**config.mk**
```make
export PLATFORM = sky130hd
export DESIGN_NAME = eca_engine
export DESIGN_NICKNAME = d
export VERILOG_FILES = /design/src/rtl/eca_pkg.sv /design/src/rtl/eca_cell_update.sv /design/src/rtl/eca_engine.sv
export SDC_FILE = /design/constraint.sdc
export NUM_CORES = 2
export LEC_CHECK = 0
export ABC_CLOCK_PERIOD_IN_PS = 2310
export CORE_AREA = 2 2 418 420
export DETAILED_ROUTE_END_ITERATION = 8
export DIE_AREA = 0 0 420 422
export PLACE_DENSITY = 0.63
export SETUP_SLACK_MARGIN = 0.02
export SLEW_MARGIN = 20
export SYNTH_ARGS = -nofsm -noshare
export SYNTH_HDL_FRONTEND = slang
export SYNTH_SLANG_ARGS = --single-unit
```
**constraint.sdc**
```tcl
create_clock -name clk -period 2.31 [get_ports clk]
set_clock_uncertainty 0.2 [all_clocks]
set_input_delay 0.231 -clock clk [delete_from_list [all_inputs] [get_ports clk]]
set_output_delay 0.231 -clock clk [all_outputs]
set_load 0.01 [all_outputs]
```
**src/rtl/eca_pkg.sv**
```systemverilog
// Shared types and constants for the elementary cellular-automaton engine.
package eca_pkg;

    typedef enum logic {
        IDLE = 1'b0,
        RUN  = 1'b1
    } state_t;

    localparam int RULE_W = 8;

    localparam logic [RULE_W-1:0] RULE_30  = 8'd30;
    localparam logic [RULE_W-1:0] RULE_90  = 8'd90;
    localparam logic [RULE_W-1:0] RULE_110 = 8'd110;
    localparam logic [RULE_W-1:0] RULE_184 = 8'd184;

endpackage

```
**src/rtl/eca_cell_update.sv**
```systemverilog
// Combinational next-generation function: every cell looks up rule_r with its
// {left, centre, right} = {q[i+1], q[i], q[i-1]} neighbourhood.
module eca_cell_update
    import eca_pkg::*;
#(
    parameter int WIDTH = 512
) (
    input  logic [WIDTH-1:0]  q,
    input  logic [RULE_W-1:0] rule_r,
    input  logic              wrap_r,
    output logic [WIDTH-1:0]  q_next
);

    for (genvar i = 0; i < WIDTH; i++) begin : g_cell
        logic l, c, r;

        // Edge cells see the opposite edge only in toroidal mode, else 0.
        if (i == WIDTH - 1) begin : g_top
            assign l = wrap_r & q[0];
        end else begin : g_mid_l
            assign l = q[i+1];
        end

        if (i == 0) begin : g_bot
            assign r = wrap_r & q[WIDTH-1];
        end else begin : g_mid_r
            assign r = q[i-1];
        end

        assign c         = q[i];
        assign q_next[i] = rule_r[{l, c, r}];
    end

endmodule

```
**src/rtl/eca_engine.sv**
```systemverilog
// Run-time programmable elementary CA engine: single step, N-generation burst
// or free-run, with busy/done handshake.
module eca_engine
    import eca_pkg::*;
#(
    parameter int WIDTH = 512,
    parameter int CNT_W = 16
) (
    input  logic              clk,
    input  logic              reset,
    input  logic              load,
    input  logic [WIDTH-1:0]  data,
    input  logic [RULE_W-1:0] rule,
    input  logic              wrap,
    input  logic              start,
    input  logic [CNT_W-1:0]  steps,
    input  logic              step,
    input  logic              stop,
    output logic [WIDTH-1:0]  q,
    output logic              busy,
    output logic              done,
    output logic [CNT_W-1:0]  gen_count
);

    state_t            state, state_next;
    logic [RULE_W-1:0] rule_r, upd_rule;
    logic              wrap_r, upd_wrap;
    logic [CNT_W-1:0]  target, gen_inc;
    logic [WIDTH-1:0]  q_next;
    logic              do_load, do_start, do_step, do_run, do_stop, run_end;

    // A single step uses the rule/wrap presented on that same edge, so the
    // update function sees the live inputs in IDLE and the latched ones in RUN.
    assign upd_rule = (state == IDLE) ? rule : rule_r;
    assign upd_wrap = (state == IDLE) ? wrap : wrap_r;

    eca_cell_update #(.WIDTH(WIDTH)) u_update (
        .q      (q),
        .rule_r (upd_rule),
        .wrap_r (upd_wrap),
        .q_next (q_next)
    );

    always_comb begin
        state_next = state;
        do_load    = 1'b0;
        do_start   = 1'b0;
        do_step    = 1'b0;
        do_run     = 1'b0;
        do_stop    = 1'b0;
        run_end    = 1'b0;
        gen_inc    = gen_count + CNT_W'(1);
        case (state)
            IDLE: begin
                // stop outranks start/step even though it has no effect here
                if (load) begin
                    do_load = 1'b1;
                end else if (stop) begin
                    do_stop = 1'b0;
                end else if (start) begin
                    do_start   = 1'b1;
                    state_next = RUN;
                end else if (step) begin
                    do_step = 1'b1;
                end
            end
            RUN: begin
                if (load) begin
                    do_load    = 1'b1;
                    state_next = IDLE;
                end else if (stop) begin
                    do_stop    = 1'b1;
                    state_next = IDLE;
                end else begin
                    do_run = 1'b1;
                    if ((target != '0) && (gen_inc == target)) begin
                        run_end    = 1'b1;
                        state_next = IDLE;
                    end
                end
            end
            default: state_next = IDLE;
        endcase
    end

    always_ff @(posedge clk) begin
        if (reset) state <= IDLE;
        else       state <= state_next;
    end

    always_ff @(posedge clk) begin
        if (reset) begin
            q         <= '0;
            busy      <= 1'b0;
            done      <= 1'b0;
            gen_count <= '0;
            rule_r    <= '0;
            wrap_r    <= 1'b0;
            target    <= '0;
        end else begin
            busy <= (state_next == RUN);
            done <= 1'b0;
            if (do_load) begin
                q         <= data;
                gen_count <= '0;
            end
            if (do_start) begin
                rule_r    <= rule;
                wrap_r    <= wrap;
                target    <= steps;
                gen_count <= '0;
            end
            if (do_step) begin
                rule_r    <= rule;
                wrap_r    <= wrap;
                q         <= q_next;
                gen_count <= CNT_W'(1);
                done      <= 1'b1;
            end
            // Free-run relies on gen_inc wrapping naturally at 2^CNT_W.
            if (do_run) begin
                q         <= q_next;
                gen_count <= gen_inc;
                done      <= run_end;
            end
            if (do_stop) begin
                done <= 1'b1;
            end
        end
    end

endmodule

```
==> metrics.log <==
INFO  metric drt_drc_violations_left = 0
INFO  metric vdd_drop_max = 0.4654 mV
INFO  metric cts.sinks = 555
INFO  metric grt_setup_unrepaired = yes
INFO  metric adder_cell_area_share_of_the_yosys_netlist = less than 1%
INFO  metric post-route-period-util = 116.0%
INFO  metric netlist-cell-type-count = 52
INFO  metric globalRouteTotalUtil = 29.97%
INFO  metric worst-path-max-fanout = 20
INFO  metric cp_data_arrival_time = 3.08 ns
INFO  metric result_of_the_run = complete, but fails checks
INFO  metric syn_to_final_growth = 47.62%
INFO  metric place.detailed.instances = between 8,000 and 9,000
INFO  metric worst-slew-pin-transition = 0.8810 ns
INFO  metric globalRouteOverflowTotal = 0
INFO  metric cts-root-buf = clkbuf_16
INFO  metric netlist_instances = 5,397
INFO  metric postSynthAreaPerCell = just over 10 sq um
INFO  metric power.clock.fraction = 32.0%
INFO  metric power = 42.18 mW
INFO  metric synth-seq-cells = 555
INFO  metric synth_nets = 5,941
INFO  metric setup.reg_to_reg.worst_slack = -0.37 ns
INFO  metric maxClockFrequency = 373.0 MHz
INFO  metric yosys-mux-area-fraction = between 40% and 50%
INFO  metric critical_path.endpoint_type = register
INFO  metric post-route-worst-setup-slack = -0.3706 ns
INFO  metric hpwl_detailed = 186,100 um
INFO  metric tritoncts = done
INFO  metric rows = 153
INFO  metric comb_power_share = 38.9%
INFO  metric internal_power = approximately 27 mW
INFO  metric synth_top_cells_by_count = 1,024 x mux4_2, 881 x clkbuf_1, 562 x nor2_1, 555 x dfxtp_1, 550 x a21oi_1
INFO  metric wirelength = just under 300,000 um
INFO  metric die_width = roughly 420 um
INFO  metric detailed_place.area = 72,210 sq um
INFO  metric post_synth_instance_area = 55,760 sq um
INFO  metric detail_route.first_pass.iterations = 8
INFO  metric clock_latency = 0.71 ns
INFO  metric via_count = 58,539
INFO  metric ctsHtreeMaxLevel = 3
INFO  metric synth_warnings = 0
INFO  metric cts_made_buffers = 80
INFO  metric die-height = 422 um
INFO  metric grt_antenna_before_repair = 38
INFO  metric worst_setup_hold_path_clk_slew = 0.06 ns
INFO  metric synth_ff_type = dfxtp_1
INFO  metric detail-route-antenna-nets = 0
INFO  metric fraction_of_the_mapped_netlist_area_in_compound_gates = 15.41%
INFO  metric max_slew_margin = 41.26%
INFO  metric min_path_type = input pin to register
INFO  metric design.die.area = 177,200 sq um
INFO  metric leakagePower = 29.82 nW
INFO  metric clock_path_buffers = 3
INFO  metric floorplan.initialDensity = 32.26%
INFO  metric detail_route.wl_per_cell = 31.66 um
INFO  metric yosys.area_share.xor_xnor = 0.2827%
INFO  metric drive_above_1_share = between 30% and 40%
INFO  metric worst_hold_slack = between 0.04 and 0.05 ns
INFO  metric finalCriticalPeriod = 2.681 ns
INFO  metric drt-vias-per-instance = about 6.4
INFO  metric stdcell_count = 9,099
INFO  metric layout.nets = 7,222
INFO  metric required = 2.71 ns
INFO  metric report.final.slew_viol_count = 0
INFO  metric power_density_of_the_placed_cells = 512.4 nW/um^2
INFO  metric place.gp.congestion = 0.9693
INFO  metric violated_checks = negative setup slack
INFO  metric design_area = 82,320 sq um
INFO  metric seq_power_share = 29.1%
INFO  metric initialDrtViolationCount = approximately 7,700
INFO  metric numPortBuffers = around 1,100
INFO  metric setup_viol = between 800 and 900
INFO  metric most_used_standard_cell_by_instance_count_after_synthesis = mux4_2
INFO  metric startpoint_type_of_the_worst_setup_path = register
INFO  metric yosys.area_share.simple = 9.211%
INFO  metric grt_pass1_vias = 55,575
INFO  metric ios = 1,073
INFO  metric synth_top_cell_area_share = 41.36%
INFO  metric cap_violations = 0
INFO  metric grt_pass1_wl = 397,800 um
INFO  metric power.share.switching = 34.98%
INFO  metric synth_top_area_cell = mux4_2
INFO  metric dominant_combinational_cell_family_by_area_after_synthesis = multiplexers
INFO  metric critical_path_class = register to register
INFO  metric synth-edff-count = 0
INFO  metric hold_violations = 0
INFO  metric timing.setup.tns = -151.88 ns
INFO  metric synth_area_leaders = mux4_2 41%, dfxtp_1 20%, clkbuf_1 5.9%, a2111oi_2 5.9%, mux2i_1 5.0%
INFO  metric floorplan.core_area = between 150,000 and 200,000 sq um
INFO  metric p_switching = around 15 mW
INFO  metric async_flop_share = 0%
INFO  metric ys_seq_area_share = 19.92%
INFO  metric grt_max_degree = 77
[flip-flops by register name, summed over array words and instances, names as in the netlist]
name / count
rule_r: 8
gen_count: 16
target: 16
busy: 1
done: 1
q: 512
wrap_r: 1
[worst max-delay path, cell delays in order, from the launching register on]
cell      delay, ns
dfxtp_4        0.37
buf_12         0.16
mux2i_4        0.23
buf_12         0.18
buf_16         0.18
buf_12         0.16
mux4_2         0.46
a21oi_1        0.20
nor2_1         0.09
a211oi_1       0.26
[cells in the final DEF, fill, tap and decap left out, types with 134 or more instances in the layout]
cell / netlist / final
nor2_1: 562 / 527
nand2_1: 295 / 292
dlygate4sd3_1: 0 / 358
inv_1: 251 / 251
buf_12: 0 / 134
a21oi_1: 550 / 511
mux4_2: 1024 / 1024
dfxtp_1: 555 / 543
mux2i_1: 281 / 274
and3_1: 249 / 224
clkdlybuf4s50_1: 0 / 1061
buf_4: 2 / 493
a2111oi_2: 220 / 212
a211oi_1: 269 / 257
[final cells by class]
| type | instances | area, sq um |
|---|---|---|
| clock inverter | 22 | 321.6 |
| fill | 15413 | 90540 |
| antenna | 33 | 82.58 |
| inverter | 251 | 942.2 |
| multi-input combinational | 3607 | 41040 |
| sequential | 555 | 11140 |
| tap | 2325 | 2909 |
| timing repair buffer | 2183 | 23440 |
| clock buffer | 123 | 2436 |
[metrics by stage]
step	worst slack, ns	utilization, %
6_report	-0.3706	47.62
5_1_grt	-0.4305	47.61
4_1_cts	-0.3123	46.23
3_5_place_dp	-0.5697	41.77
3_3_place_gp	-0.5396	41.77
2_1_floorplan	-0.00001643	-
[metal layers]
metal	global-route usage (%)	vias to the layer above	share of wire, %
li1	-	23461	-
met1	37.88	29466	36
met2	45.54	4608	45
met3	6.653	996	11
met4	20.50	8	7.9
met5	0	-	0.018
[path summary, 6_finish.rpt]
path | startpoint | endpoint | cells past startpoint
hold / removal | data[90] | q[90] | 3
setup / recovery | busy | q[192] | 9
setup reg to reg | busy | q[192] | 9
hold reg to reg | wrap_r | wrap_r | 2
[power groups by stage]
stage	clock, mW	sequential, mW	combinational (mW)
finish	13.5	12.3	16.4
CTS	13.6	12.2	15.4
global route	13.9	12.4	17.0
detailed placement	0	12.4	14.4
global placement	0	12.4	14.2
floorplan	0	11.6	8.84
[repair_timing]
item | in CTS | in global routing
hold endpoints to repair | 378 | 1
gates cloned | 25 | 45
endpoints found under the setup margin | 968 | 1002
hold buffers | 357 | 1
pin swaps | 30 | 60
gates resized for setup | 140 | 190
buffers inserted | 21 | 40
[cells by family (layout without fill, tap and decap cells)]
group | Yosys count | after routing
compound gates | 1107 | 1107
xor+xnor | 18 | 18
other cells | 0 | 33
fa+ha+maj | 1 | 1
flops | 555 | 555
simple gates | 1161 | 1161
mux | 1313 | 1320
buf+inv | 1242 | 2579
No activity file was read; power rests on OpenSTA's default activity.
